**config.mk**
```make
export PLATFORM = sky130hd
export DESIGN_NAME = host_ptr_tracker_flat
export DESIGN_NICKNAME = d
export VERILOG_FILES = /design/src/rtl/host_ptr_tracker_if.sv /design/src/rtl/host_ptr_tracker.sv /design/src/flat_wrapper.sv
export SDC_FILE = /design/constraint.sdc
export NUM_CORES = 1
export LEC_CHECK = 0
export CAP_MARGIN = 10
export CORE_UTILIZATION = 38
export DETAILED_ROUTE_END_ITERATION = 8
export PLACE_DENSITY_LB_ADDON = 0.05
export SLEW_MARGIN = 20
export SYNTH_ARGS = -nofsm -noshare
export SYNTH_HDL_FRONTEND = slang
export SYNTH_SLANG_ARGS = --single-unit
```
**constraint.sdc**
```tcl
create_clock -name i_clk -period 5.1 [get_ports i_clk]
set_input_delay 0.765 -clock i_clk [delete_from_list [all_inputs] [get_ports i_clk]]
set_output_delay 0.765 -clock i_clk [all_outputs]
set_load 0.03 [all_outputs]
```
**src/rtl/host_ptr_tracker_if.sv**
```systemverilog
// Request channel from the pointer tracker to the DMA read engine.
// Master drives a ring-index/length pair under valid; slave accepts with ready.
interface host_ptr_tracker_if #(
  parameter int AW = 10,
  parameter int LW = 5
);
  logic          req_valid;
  logic [AW-1:0] req_addr;
  logic [LW-1:0] req_len;
  logic          req_ready;

  modport master (
    output req_valid,
    output req_addr,
    output req_len,
    input  req_ready
  );

  modport slave (
    input  req_valid,
    input  req_addr,
    input  req_len,
    output req_ready
  );
endinterface

```
**src/rtl/host_ptr_tracker.sv**
```systemverilog
// Turns producer-pointer advances into read requests of at most MAX_BURST entries, split at the ring end.
// Request valid two cycles after a pointer change is seen in IDLE; a stalled request holds until ready.
module host_ptr_tracker #(
  parameter int AW        = 10,
  parameter int MAX_BURST = 16,
  parameter int LW        = $clog2(MAX_BURST) + 1
) (
  input  logic                  i_clk,
  input  logic                  i_rst,
  input  logic                  i_en,
  input  logic [AW-1:0]         i_sync_ptr,
  host_ptr_tracker_if.master    req_if,
  output logic [AW-1:0]         o_rd_ptr,
  output logic                  o_busy
);

  localparam logic [AW:0] DEPTH_EXT = (AW + 1)'(1 << AW);
  localparam logic [AW:0] MAXB_EXT  = (AW + 1)'(MAX_BURST);

  typedef enum logic [2:0] {
    S_IDLE = 3'b001,
    S_CALC = 3'b010,
    S_REQ  = 3'b100
  } state_t;

  state_t        r_state;
  state_t        w_state_nxt;
  logic [AW-1:0] r_rd_ptr;
  logic [AW-1:0] r_req_addr;
  logic [LW-1:0] r_req_len;
  logic          r_req_valid;

  logic [AW-1:0] w_avail;
  logic [AW:0]   w_to_end;
  logic [AW:0]   w_len_full;
  logic [LW-1:0] w_len;
  logic          w_load;
  logic          w_accept;

  // Natural AW-bit wrap gives the ring occupancy; to_end is one bit wider so rd_ptr=0 yields DEPTH.
  assign w_avail  = i_sync_ptr - r_rd_ptr;
  assign w_to_end = DEPTH_EXT - {1'b0, r_rd_ptr};

  always_comb begin
    w_len_full = {1'b0, w_avail};
    if (MAXB_EXT < w_len_full) begin
      w_len_full = MAXB_EXT;
    end
    if (w_to_end < w_len_full) begin
      w_len_full = w_to_end;
    end
  end

  assign w_len = LW'(w_len_full);

  always_comb begin
    w_state_nxt = r_state;
    w_load      = 1'b0;
    w_accept    = 1'b0;
    case (r_state)
      S_IDLE: begin
        if (i_en && (i_sync_ptr != r_rd_ptr)) begin
          w_state_nxt = S_CALC;
        end
      end
      S_CALC: begin
        // A zero-length result can only come from a pointer glitch; fall back rather than issue it.
        if (w_len_full != '0) begin
          w_state_nxt = S_REQ;
          w_load      = 1'b1;
        end else begin
          w_state_nxt = S_IDLE;
        end
      end
      S_REQ: begin
        if (req_if.req_ready) begin
          w_state_nxt = S_IDLE;
          w_accept    = 1'b1;
        end
      end
      default: begin
        w_state_nxt = S_IDLE;
      end
    endcase
  end

  always_ff @(posedge i_clk) begin
    if (i_rst) begin
      r_state <= S_IDLE;
    end else begin
      r_state <= w_state_nxt;
    end
  end

  always_ff @(posedge i_clk) begin
    if (i_rst) begin
      r_rd_ptr    <= '0;
      r_req_addr  <= '0;
      r_req_len   <= '0;
      r_req_valid <= 1'b0;
    end else begin
      r_req_valid <= (w_state_nxt == S_REQ);
      if (w_load) begin
        r_req_addr <= r_rd_ptr;
        r_req_len  <= w_len;
      end
      if (w_accept) begin
        r_rd_ptr <= r_rd_ptr + AW'(r_req_len);
      end
    end
  end

  assign req_if.req_valid = r_req_valid;
  assign req_if.req_addr  = r_req_addr;
  assign req_if.req_len   = r_req_len;
  assign o_rd_ptr         = r_rd_ptr;
  assign o_busy           = (r_state != S_IDLE);

endmodule

```
**src/flat_wrapper.sv**
```systemverilog
// flat-port wrapper written by rule: the top's interface ports become plain ports
module host_ptr_tracker_flat 
#(
  parameter int AW        = 10,
  parameter int MAX_BURST = 16,
  parameter int LW        = $clog2(MAX_BURST) + 1
)
  (i_clk, i_rst, i_en, i_sync_ptr, o_rd_ptr, o_busy, req_if_req_valid, req_if_req_addr, req_if_req_len, req_if_req_ready);
  host_ptr_tracker_if #(.AW(AW), .LW(LW)) req_if_i ();
  input  logic i_clk;
  input  logic i_rst;
  input  logic i_en;
  input  logic [AW-1:0] i_sync_ptr;
  output logic [AW-1:0] o_rd_ptr;
  output logic o_busy;
  output wire logic [$bits(req_if_i.req_valid)-1:0] req_if_req_valid;
  output wire logic [$bits(req_if_i.req_addr)-1:0] req_if_req_addr;
  output wire logic [$bits(req_if_i.req_len)-1:0] req_if_req_len;
  input wire logic [$bits(req_if_i.req_ready)-1:0] req_if_req_ready;
  assign req_if_req_valid = req_if_i.req_valid;
  assign req_if_req_addr = req_if_i.req_addr;
  assign req_if_req_len = req_if_i.req_len;
  assign req_if_i.req_ready = req_if_req_ready;
  host_ptr_tracker #(.AW(AW), .MAX_BURST(MAX_BURST), .LW(LW)) u_core (.i_clk(i_clk), .i_rst(i_rst), .i_en(i_en), .i_sync_ptr(i_sync_ptr), .req_if(req_if_i), .o_rd_ptr(o_rd_ptr), .o_busy(o_busy));
endmodule
```
==> results by group, run 1 <==
Finish
  – Post-layout util: 0.4911
  – Nets: 417
  – # diodes: 0
  – Share of layout cells above drive strength 1: 0.1141
  – Area grow syn2layout: 25.45%

Timing
  – RSZ-0062 raised after global routing: false
  – Final WS setup: 400.0 ps
  – Final setup viols: 0
  – Worst Tran Pin Value: 498.4 ps
  – Fin. Hold Viols: 0
  – Max-slew headroom: 0.6635
  – Worst Skew: 8.407 ps
  – Fmax: 0.2128 GHz
  – Final Cycle Share: 0.9216
  – Slew Viols, Final: 0
  – Tmin final: 4700 ps

GRT
  – Vias in the first global route: 2313
  – Initial antenna violation count: 0
  – Total Routing Usage GR: 0.1954
  – Largest net degree at the start of global routing: 41
  – First-pass GRT wire length: 11270 um
  – Global route total overflow: 0

Power and ir drop
  – Worst VDD drop: 0.1336 mV
  – Pwr dens: 154.8 mW/mm2
  – Lkg Pwr: 1.297 nW

Route
  – DRT Wirelength: 6784 um
  – 1st-pass router iterations: 4
  – Iteration-0 DRC Markers: 153
  – DR WL/cell: 14.84 um
  – Vias/cell: 5.425
  – Post-route antenna net violation count: 0
  – Total number of vias: 2479
  – # DRC: 0

Clock network
  – Clk buf depth: 2
  – CTS Root Cell: clkbuf_8
  – TritonCTS buffer count: 5
  – Post-CTS Hold Buffers: 0
  – Worst-Skew Late Latency: 280 ps
  – CTS Sinks: 29
  – H-tree levels: 2
  – Clk slew on worst S/H paths: 70 ps
  – CTS tree: done

Floorplanning
  – Die Width: 85.43 um
  – Core ar.: 0.006756 mm2
  – I/O pins: 41
  – Die area: 0.007298 mm2
  – Chip Height: 85.43 um
  – Initial Util: 0.3915
  – Row Count: 30

Synthesis
  – Post-synthesis instance total: 323
  – Sequential share of the synthesized area: 0.2195
  – Post-synth EDFFs: 0
  – Synth Warn #: 0
  – Post-synthesis register bit count: 29
  – Post-synth top flop: dfxtp_1
  – Synthesized area per cell: 8.189 um2
  – Area of the mapped netlist: 0.002645 mm2
  – Cell variety after synth: 66
  – Synth async-reset ratio: 0

Placement
  – RD Place Congestion: 0.9104
  – Pre-CTS setup slack: -61.54 ps
  – Detailed placement HPWL: 5350 um
  – Port Buffers: 40

Critical path
  – Worst Setup EP: u_core.req_if.req_len[4]
  – Worst Reg-to-Reg Cells: 17
  – Flop2flop setup slack: 790 ps
  – Type of the worst setup path: input port to register
  – Crit end category: register
  – Reg-to-reg startpoint: u_core.o_rd_ptr[1]
  – Critical path data required time: 5320 ps
  – Critical Path AT: 4920 ps
  – Worst r2r dst: u_core.req_if.req_len[4]
  – Crit path launch type: input port
  – CP Max Fanout: 7
  – Setup crit start: i_sync_ptr[0]

Worst hold path
  – Worst min path class: register to register

Run
  – Max-cap violation count: 0

Run status
  – Status: complete, no violations
-- how the worst min path moves through the flow --
stage / cells past startpoint / endpoint / start / slack (ps)
2_1_floorplan: 1 / u_core.r_state[1] / u_core.r_state[1] / 470
3_3_place_gp: 2 / u_core.req_if.req_addr[7] / u_core.req_if.req_addr[7] / 460
3_5_place_dp: 2 / u_core.req_if.req_addr[5] / u_core.req_if.req_addr[5] / 470
4_1_cts: 2 / u_core.req_if.req_addr[5] / u_core.req_if.req_addr[5] / 480
5_1_grt: 2 / u_core.req_if.req_addr[6] / u_core.req_if.req_addr[6] / 490
6_report: 2 / u_core.req_if.req_addr[3] / u_core.req_if.req_addr[3] / 470
-- cell type report --
| cell class | count | area (um2) |
|---|---|---|
| clock buffers | 7 | 86.33 |
| fillers | 694 | 3438 |
| inverters | 21 | 78.83 |
| multi-input cells | 265 | 1947 |
| flip-flops and latches | 29 | 580.6 |
| well taps | 80 | 100.1 |
| repair buffers | 55 | 525.5 |
-- layout by cell type (no fill, tap or decap), types with 3 or more instances in the layout --
cell,synthesis,routed
clkdlybuf4s50_1,0,40
nor2_1,30,30
dfxtp_1,29,29
nand2b_1,27,27
ha_1,24,24
inv_1,21,21
a21oi_1,20,20
nand2_1,17,17
buf_4,0,14
xnor2_1,13,13
mux2i_1,11,11
xor2_1,8,8
nand3_1,7,7
a21o_1,7,7
o21ai_0,7,7
a211oi_1,7,7
o21a_1,6,6
clkbuf_8,0,6
nor3_1,5,5
conb_1,1,5
nor2b_1,4,4
a31oi_1,4,4
and2_1,3,3
a211oi_2,3,3
o21ai_1,3,3
nor4_1,4,3
or4_1,3,3
-- critical path, stage by stage --
cell and delay [ps]:
clkdlybuf4s50_1 400, inv_1 50, ha_1 160, inv_1 60, fa_2 400, a211oi_2 240
o21ai_1 120, a41oi_1 250, xor2_1 230, and4_2 290, nand2_1 90, ha_1 200
a21o_1 170, a21oi_1 130, nor2_1 60, a211oi_1 250, o21ai_1 170, or4_1 540
a31o_1 230, a21oi_2 120
-- power by group --
group	switching [W]	internal (W)
Combinational	0.0000459	0.0000432
Clock	0.0000872	0.000107
Sequential	0.00000229	0.000228
Total	0.000135	0.000378
-- cells by family after synthesis --
group                    share of synthesized area
other                                     0.001418
AO/OA/AOI/OAI                               0.2261
XOR/XNOR                                   0.06954
flip-flops                                  0.2195
buffers and inverters                      0.05582
multiplexers                               0.04163
AND/OR/NAND/NOR                             0.2573
adder cells (fa/ha/maj)                     0.1287
-- synth_stat cells (all sizes together) (2+ instances only) --
cell type	n	area share
a31oi	4	0.0095
o21a	7	0.023
a21oi	21	0.041
or4	3	0.0085
nand2b	27	0.064
nand2	17	0.024
o32ai	2	0.0066
a211oi	10	0.034
buf	5	0.016
nor2	31	0.045
nand4	2	0.010
nor3	7	0.017
o22ai	2	0.0047
nor2b	4	0.0095
fa	2	0.015
inv	21	0.030
or2	2	0.0047
o21ai	11	0.022
and4	2	0.0071
and2	4	0.010
a2111oi	3	0.015
o211ai	2	0.0057
nand3	7	0.013
a211o	2	0.0066
dfxtp	29	0.22
mux2i	11	0.042
nor4	4	0.0095
xnor2	13	0.043
or3	2	0.0047
a21o	7	0.020
ha	24	0.11
clkbuf	7	0.0099
xor2	8	0.026
-- metal layers --
metal | GRT usage | routed length (um) | part of all wire | vias up
met3 | 0.03696 | 204 | 0.030 | 8
met4 | 0.05303 | 63 | 0.0093 | 0
met2 | 0.3120 | 3158 | 0.47 | 43
li1 | - | - | - | 1259
met1 | 0.2691 | 3357 | 0.49 | 1169
met5 | 0 | 0 | 0 | -
-- repair_timing --
item,4_1_cts,5_1_grt
setup buffers,0,0
endpoints found under the setup margin,0,17
gates resized for setup,0,2
-- flip-flops by register name (all words and copies together) (netlist names) --
| register | flops |
|---|---|
| u_core.o_rd_ptr | 10 |
| u_core.r_state | 3 |
| u_core.req_if.req_addr | 10 |
| u_core.req_if.req_len | 5 |
| u_core.req_if.req_valid | 1 |
-- per-stage QoR --
step | power [W] | area (um2) | setup TNS [ps] | instances | hold WS [ps]
after floorplan | 0.0002943 | 2660 | 0 | 327 | 471.1
after global placement | 0.0003241 | 3223 | 0 | 450 | 460.1
after detailed placement | 0.0003237 | 3223 | -614.9 | 450 | 467.4
after CTS | 0.0005172 | 3309 | 0 | 457 | 477.3
after global routing | 0.0005391 | 3318 | 0 | 457 | 486.6
final | 0.0005137 | 3318 | 0 | 457 | 470.0
Power figures use the tool's default switching activity.
==> inputs of run 2 (changes only) <==
--- a/config.mk
+++ b/config.mk
@@ -6,7 +6,9 @@
 export NUM_CORES = 1
 export LEC_CHECK = 0
 export CAP_MARGIN = 10
-export CORE_UTILIZATION = 38
+export CELL_PAD_IN_SITES_DETAIL_PLACEMENT = 1
+export CELL_PAD_IN_SITES_GLOBAL_PLACEMENT = 2
+export CORE_UTILIZATION = 32
 export DETAILED_ROUTE_END_ITERATION = 8
 export PLACE_DENSITY_LB_ADDON = 0.05
 export SLEW_MARGIN = 20
==> run 2 against run 1 <==
Utilization is 6.3 points lower. Die area is 18% higher. Combinational power rose by 2%. Final cell count up 5.5%. Highest routed layer unchanged. Total power fell by 1.4%.
==> results by group, run 2 (synthesis gave the netlist of run 1 again) <==
Critical path
  – Critical Path AT: 4960 ps (+40 ps)
  – Type of the worst setup path: input port to register
  – CP Max Fanout: 4 (-3)
  – Crit path launch type: input port
  – Critical path data required time: 5310 ps (about the same)
  – Setup crit start: i_sync_ptr[0]
  – Reg-to-reg startpoint: u_core.o_rd_ptr[1]
  – Crit end category: register

Floorplanning
  – Chip Height: 92.92 um (+8.8%)
  – Core ar.: 0.007848 mm2 (+16%)
  – I/O pins: 41 (unchanged)
  – Die area: 0.008633 mm2 (+18%)
  – Initial Util: 0.3371 (-0.05443)
  – Row Count: 32 (+6.7%)
  – Die Width: 92.92 um (+8.8%)

Power and ir drop
  – Pwr dens: 150.7 mW/mm2 (-2.6%)
  – Worst VDD drop: 0.1362 mV (+2.0%)
  – Lkg Pwr: 1.307 nW (+0.77%)
  – Tot Pwr: 0.0005065 W (-1.4%)

GRT
  – Total Routing Usage GR: 0.1865 (-0.008895)
  – Initial antenna violation count: 0 (unchanged)
  – First-pass GRT wire length: 12720 um (+13%)
  – Largest net degree at the start of global routing: 41 (unchanged)
  – Vias in the first global route: 2479 (+7.2%)
  – Global route total overflow: 0 (unchanged)

Timing
  – Fmax: 0.2107 GHz (-0.97%)
  – Final Cycle Share: 0.9306 (+0.009025)
  – Post-route setup TNS: 0 ps (unchanged)
  – Tmin final: 4746 ps (+46.03 ps)
  – Worst Skew: 3.828 ps (-4.579 ps)
  – Slew Viols, Final: 0 (unchanged)
  – Final setup viols: 0 (unchanged)
  – RSZ-0062 raised after global routing: false
  – Max-slew headroom: 0.6009 (-0.06261)
  – Worst Tran Pin Value: 594.1 ps (+95.67 ps)
  – Fin. Hold Viols: 0 (unchanged)

Finish
  – Most common cell after layout, fill and taps aside: clkdlybuf4s50_1
  – Area grow syn2layout: 27.06%
  – # diodes: 0 (unchanged)
  – Commonest cells after routing, fill and taps aside: 40 x clkdlybuf4s50_1, 30 x nor2_1, 29 x dfxtp_1
  – Nets: 419 (+0.48%)
  – Share of layout cells above drive strength 1: 0.1158 (+0.001731)
  – Fill cells: 985 (+42%)

Clock network
  – Post-CTS Hold Buffers: 0 (unchanged)
  – CTS Root Cell: clkbuf_8
  – CTS Sinks: 29 (unchanged)
  – Clk slew on worst S/H paths: 70 ps (about the same)
  – Clk buf depth: 2 (unchanged)
  – Worst-Skew Late Latency: 280 ps (about the same)
  – CTS tree: done
  – TritonCTS buffer count: 5 (unchanged)
  – H-tree levels: 2 (unchanged)

Run
  – Max-cap violation count: 0 (unchanged)

Route
  – # DRC: 0 (unchanged)
  – Post-route antenna net violation count: 0 (unchanged)
  – DRT Wirelength: 7574 um (+12%)
  – Vias/cell: 5.106 (-5.9%)
  – Iteration-0 DRC Markers: 81 (-47%)
  – 1st-pass router iterations: 4 (unchanged)
  – Total number of vias: 2461 (-0.73%)
  – DR WL/cell: 15.71 um (+5.9%)

Worst hold path
  – Worst min path class: register to register
  – Hold Startpoint: u_core.req_if.req_addr[7]

Placement
  – RD Place Congestion: 0.8683 (-4.6%)
  – Detailed placement HPWL: 6068 um (+13%)
  – Port Buffers: 40 (unchanged)

Run status
  – Status: complete, no violations
## run 2: report_power, final
group | switching (W) | internal [W] | leakage (nW)
combinational | 0.0000470 | 0.0000439 | 1.03
clock | 0.0000906 | 0.0000945 | 0.0450
sequential | 0.00000249 | 0.000228 | 0.234
total | 0.000140 | 0.000366 | 1.31
## run 2: routing by layer
layer / track usage / wire [um]
met5: 0 / 0
met4: 0.03718 / 99
met3: 0.03038 / 200
met2: 0.3045 / 3469
met1: 0.2574 / 3804
## run 2: area by class of cell
type                       count  area [um2]  area share
tap                          102       127.6     0.03797
inverter                      21       78.83     0.02345
clock inverter                 2       10.01    0.002978
clock buffer                   6       72.57     0.02159
timing repair buffer          57       540.5      0.1608
multi-input combinational    265        1951      0.5804
sequential                    29       580.6      0.1727
## run 2: worst paths after layout
path                                to  slack (ps)  depth (start not counted)
min reg2reg  u_core.req_if.req_addr[7]         470                          2
max           u_core.req_if.req_len[4]         350                         20
min          u_core.req_if.req_addr[7]         470                          2
max reg2reg   u_core.req_if.req_len[4]         700                         17
## run 2: per-stage QoR
step / instance area [um2] / utilization / instances / hold WS (ps) / worst slack (ps)
after floorplan: 2660 / - / 327 / 471.1 / 352.5
after global placement: 3266 / 0.4161 / 474 / 461.1 / 189.2
after detailed placement: 3266 / 0.4161 / 474 / 472.4 / 55.52
after CTS: 3348 / 0.4267 / 482 / 484.5 / 338.6
after global routing: 3361 / 0.4283 / 482 / 509.3 / 6.744
final: 3361 / 0.4283 / 482 / 473.5 / 354.0
## run 2: what timing repair did
item / in CTS / in global routing
buffers inserted: 0 / 0
gates resized for setup: 0 / 1
endpoints found under the setup margin: 0 / 14
## run 2: worst max-delay path: stages
cell	delay [ps]
clkdlybuf4s50_1	400
inv_1	50
ha_1	150
inv_1	50
fa_1	430
a211oi_2	250
o21ai_1	130
a41oi_1	250
xor2_1	230
and4_2	300
nand2_1	90
ha_1	180
a21o_1	170
a21oi_1	140
nor2_1	60
a211oi_1	250
o21ai_1	180
or4_1	530
a31o_1	230
a21oi_2	120
==> inputs of run 3 (changes only) <==
--- a/config.mk
+++ b/config.mk
@@ -8,7 +8,7 @@
 export CAP_MARGIN = 10
 export CELL_PAD_IN_SITES_DETAIL_PLACEMENT = 1
 export CELL_PAD_IN_SITES_GLOBAL_PLACEMENT = 2
-export CORE_UTILIZATION = 32
+export CORE_UTILIZATION = 29
 export DETAILED_ROUTE_END_ITERATION = 8
 export PLACE_DENSITY_LB_ADDON = 0.05
 export SLEW_MARGIN = 20
==> constraint.sdc (replaced) <==
create_clock -name i_clk -period 3.8 [get_ports i_clk]
set_input_delay 0.57 -clock i_clk [delete_from_list [all_inputs] [get_ports i_clk]]
set_output_delay 0.57 -clock i_clk [all_outputs]
set_load 0.03 [all_outputs]
==> run 3 against run 2 <==
Die area up 10%. Critical path depth rose by 3. Largest cell class unchanged. Final cell count up 12%. Worst setup slack lost 640 ps. Design area grew 24%. Sequential power rose by 34%. The run now ends with negative setup slack left. Clock power increased by 58%. Global-route usage about the same. Wire length increased by 17%. Count of clock-buffer cells in the layout grew 1. Largest power group unchanged. Critical path type unchanged.
==> results by group, run 3 (synthesis gave the netlist of run 1 again) <==
Run status
  – Status: finished with violations
  – Failing checks: negative setup slack

Timing
  – Final Cycle Share: 1.074
  – Worst Skew: 8.163 ps (+4.335 ps)
  – Hold Slack: 474.9 ps (+1.432 ps)
  – Fin. Hold Viols: 0 (unchanged)
  – Fmax: 0.2450 GHz
  – Slew Viols, Final: 0 (unchanged)
  – Post-route setup TNS: -4190 ps (-4190 ps)
  – Final WS setup: -281.1 ps (-635.1 ps)
  – Tmin final: 4081 ps
  – RSZ-0062 raised after global routing: true
  – Final setup viols: 18 (+18)
  – Worst Tran Pin Value: 604.7 ps (+10.61 ps)
  – Max-slew headroom: 0.5931 (-0.007746)

Finish
  – Most common cell after layout, fill and taps aside: buf_4
  – Area grow syn2layout: 57.14%
  – Final cell count without fillers: 538 (+12%)
  – # diodes: 0 (unchanged)
  – Share of layout cells above drive strength 1: 0.3395 (+0.2237)
  – Commonest cells after routing, fill and taps aside: 59 x buf_4, 32 x clkdlybuf4s50_1, 29 x nor2_1
  – Nets: 469 (+12%)

Worst hold path
  – Hold Startpoint: u_core.req_if.req_addr[4]
  – Hold-critical path depth: 2 (unchanged)
  – WHS Endpoint: u_core.req_if.req_addr[4]
  – Worst min path class: register to register

Critical path
  – Critical path data required time: 4010 ps (-1300 ps)
  – Flop2flop setup slack: -220 ps (-920 ps)
  – Worst path max stage delay: 380 ps (-150 ps)
  – Worst path bufs/invs: 7 (+4)
  – Crit path max-delay family: compound AO/OA/AOI/OAI gates
  – Critical Path AT: 4290 ps (-670 ps)
  – Cell Chain, Critical Path: buf_8, inv_12, ha_4, inv_2, fa_2, buf_6, a21o_1, a21oi_2, xor2_2, o21bai_1, and4_4, nand3_4, ha_4, o21a_1, nor2_2, nor4_4, buf_4, o21a_4, buf_6, nor2_4, a211oi_4, clkbuf_16, mux2i_1
  – Type of the worst setup path: input port to register
  – Crit path launch type: input port
  – Crit end category: register
  – CP Max Fanout: 6 (+2)
  – Worst Reg-to-Reg Cells: 21 (+4)
  – Reg-to-reg startpoint: u_core.o_rd_ptr[0]
  – Worst r2r dst: u_core.req_if.req_addr[4]
  – Slowest CP cell: fa_2

Clock network
  – CTS Sinks: 29 (unchanged)
  – Worst-Skew Late Latency: 280 ps (about the same)
  – Clk slew on worst S/H paths: 60 ps (about the same)
  – Post-CTS Hold Buffers: 0 (unchanged)
  – TritonCTS buffer count: 5 (unchanged)
  – Clk buf depth: 2 (unchanged)
  – CTS tree: done
  – CTS Root Cell: clkbuf_8
  – H-tree levels: 2 (unchanged)

Route
  – Iteration-0 DRC Markers: 62 (-23%)
  – DR WL/cell: 16.49 um (+5.0%)
  – Post-route antenna net violation count: 0 (unchanged)
  – DRT Wirelength: 8873 um (+17%)
  – Total number of vias: 2696 (+9.5%)
  – Vias/cell: 5.011 (-1.9%)
  – 1st-pass router iterations: 4 (unchanged)
  – # DRC: 0 (unchanged)

Floorplanning
  – Row Count: 34 (+6.3%)
  – Chip Height: 97.50 um (+4.9%)
  – Die area: 0.009506 mm2 (+10%)
  – Core ar.: 0.008763 mm2 (+12%)
  – I/O pins: 41 (unchanged)
  – Initial Util: 0.3018 (-0.03523)
  – Die Width: 97.50 um (+4.9%)

Power and ir drop
  – Pwr dens: 187.2 mW/mm2 (+24%)
  – Lkg Pwr: 1.636 nW (+25%)
  – Seq pwr share: 0.397 (-0.058)
  – P_int: 0.0005600 W (+53%)
  – Sw Ratio: 0.2805 (+0.003829)
  – Worst VDD drop: 0.1268 mV (-6.9%)
  – Switch Pwr: 0.0002183 W (+56%)
  – Clock power frac: 0.376 (+0.011)
  – Comb power frac: 0.227 (+0.048)

Placement
  – Pre-CTS setup slack: -1011 ps (-1066 ps)
  – RD Place Congestion: 0.8364 (-3.7%)
  – Detailed placement HPWL: 6797 um (+12%)
  – Port Buffers: 40 (unchanged)
  – Dpl cells: 520 (+9.7%)

Run
  – Max-cap violation count: 0 (unchanged)

GRT
  – Most Used Layer, Global Route: met2
  – First-pass GRT wire length: 14410 um (+13%)
  – Global route total overflow: 0 (unchanged)
  – GR Util met3: 0.02662 (-0.003759)
  – Global Route met1 Usage: 0.2482 (-0.009180)
  – Initial antenna violation count: 0 (unchanged)
  – Met2 Use GR: 0.3206 (+0.01607)
  – Total Routing Usage GR: 0.1867 (about the same)
  – Vias in the first global route: 2877 (+16%)
  – Largest net degree at the start of global routing: 41 (unchanged)
## run 3: layout make-up
type	instances	area (um2)
clock buffer	7	96.34
clock inverter	1	5.005
fill	1012	4607
inverter	21	91.34
multi-input combinational	265	2292
sequential	29	588.1
tap	108	135.1
timing repair buffer	107	948.4
## run 3: routing by layer
metal / vias to the layer above / routed length, um
met3: 8 / 176
met4: 0 / 88
met2: 32 / 4207
met1: 1294 / 4401
met5: - / 0
li1: 1362 / -
## run 3: how the worst max path moves through the flow
| stage | startpoint | to | depth (start not counted) |
|---|---|---|---|
| 4_1_cts | i_sync_ptr[0] | u_core.req_if.req_addr[6] | 21 |
| 2_1_floorplan | i_sync_ptr[0] | u_core.req_if.req_addr[9] | 20 |
| 6_report | i_sync_ptr[0] | u_core.req_if.req_addr[4] | 23 |
| 3_3_place_gp | i_sync_ptr[0] | u_core.req_if.req_len[4] | 18 |
| 5_1_grt | i_sync_ptr[0] | u_core.req_if.req_addr[6] | 22 |
| 3_5_place_dp | i_sync_ptr[0] | u_core.req_if.req_len[4] | 17 |
## run 3: what timing repair did
item | CTS | global route
gates resized for setup | 46 | 21
hold endpoints to repair | 0 | 0
endpoints found under the setup margin | 18 | 18
gates cloned | 0 | 1
buffers inserted | 6 | 5
pin swaps | 37 | 24
## run 3: through the flow
| stage | power, W | util | area (um2) |
|---|---|---|---|
| finish | 0.0007783 | 0.4743 | 4156 |
| global route | 0.0008157 | 0.4743 | 4156 |
| CTS | 0.0007793 | 0.4597 | 4029 |
| detailed placement | 0.0004634 | 0.4223 | 3701 |
| global placement | 0.0004610 | 0.4223 | 3701 |
| floorplan | 0.0004002 | - | 2790 |
## run 3: power by group through the flow
stage / clock network [W] / registers (W) / logic (W)
2_1_floorplan: 0 / 0.000316 / 0.0000844
3_3_place_gp: 0 / 0.000316 / 0.000145
3_5_place_dp: 0 / 0.000316 / 0.000147
4_1_cts: 0.000301 / 0.000309 / 0.000169
5_1_grt: 0.000315 / 0.000310 / 0.000191
6_report: 0.000292 / 0.000309 / 0.000177
## run 3: worst register-to-register path, delay by kind of cell, from the launching register on
family / cells / cell delay, ps
multiplexers: 1 / 160
adder cells (fa/ha/maj): 3 / 800
buffers and inverters: 5 / 690
flip-flops: 1 / 360
AND/OR/NAND/NOR: 5 / 670
AO/OA/AOI/OAI: 6 / 1100
XOR/XNOR: 1 / 180
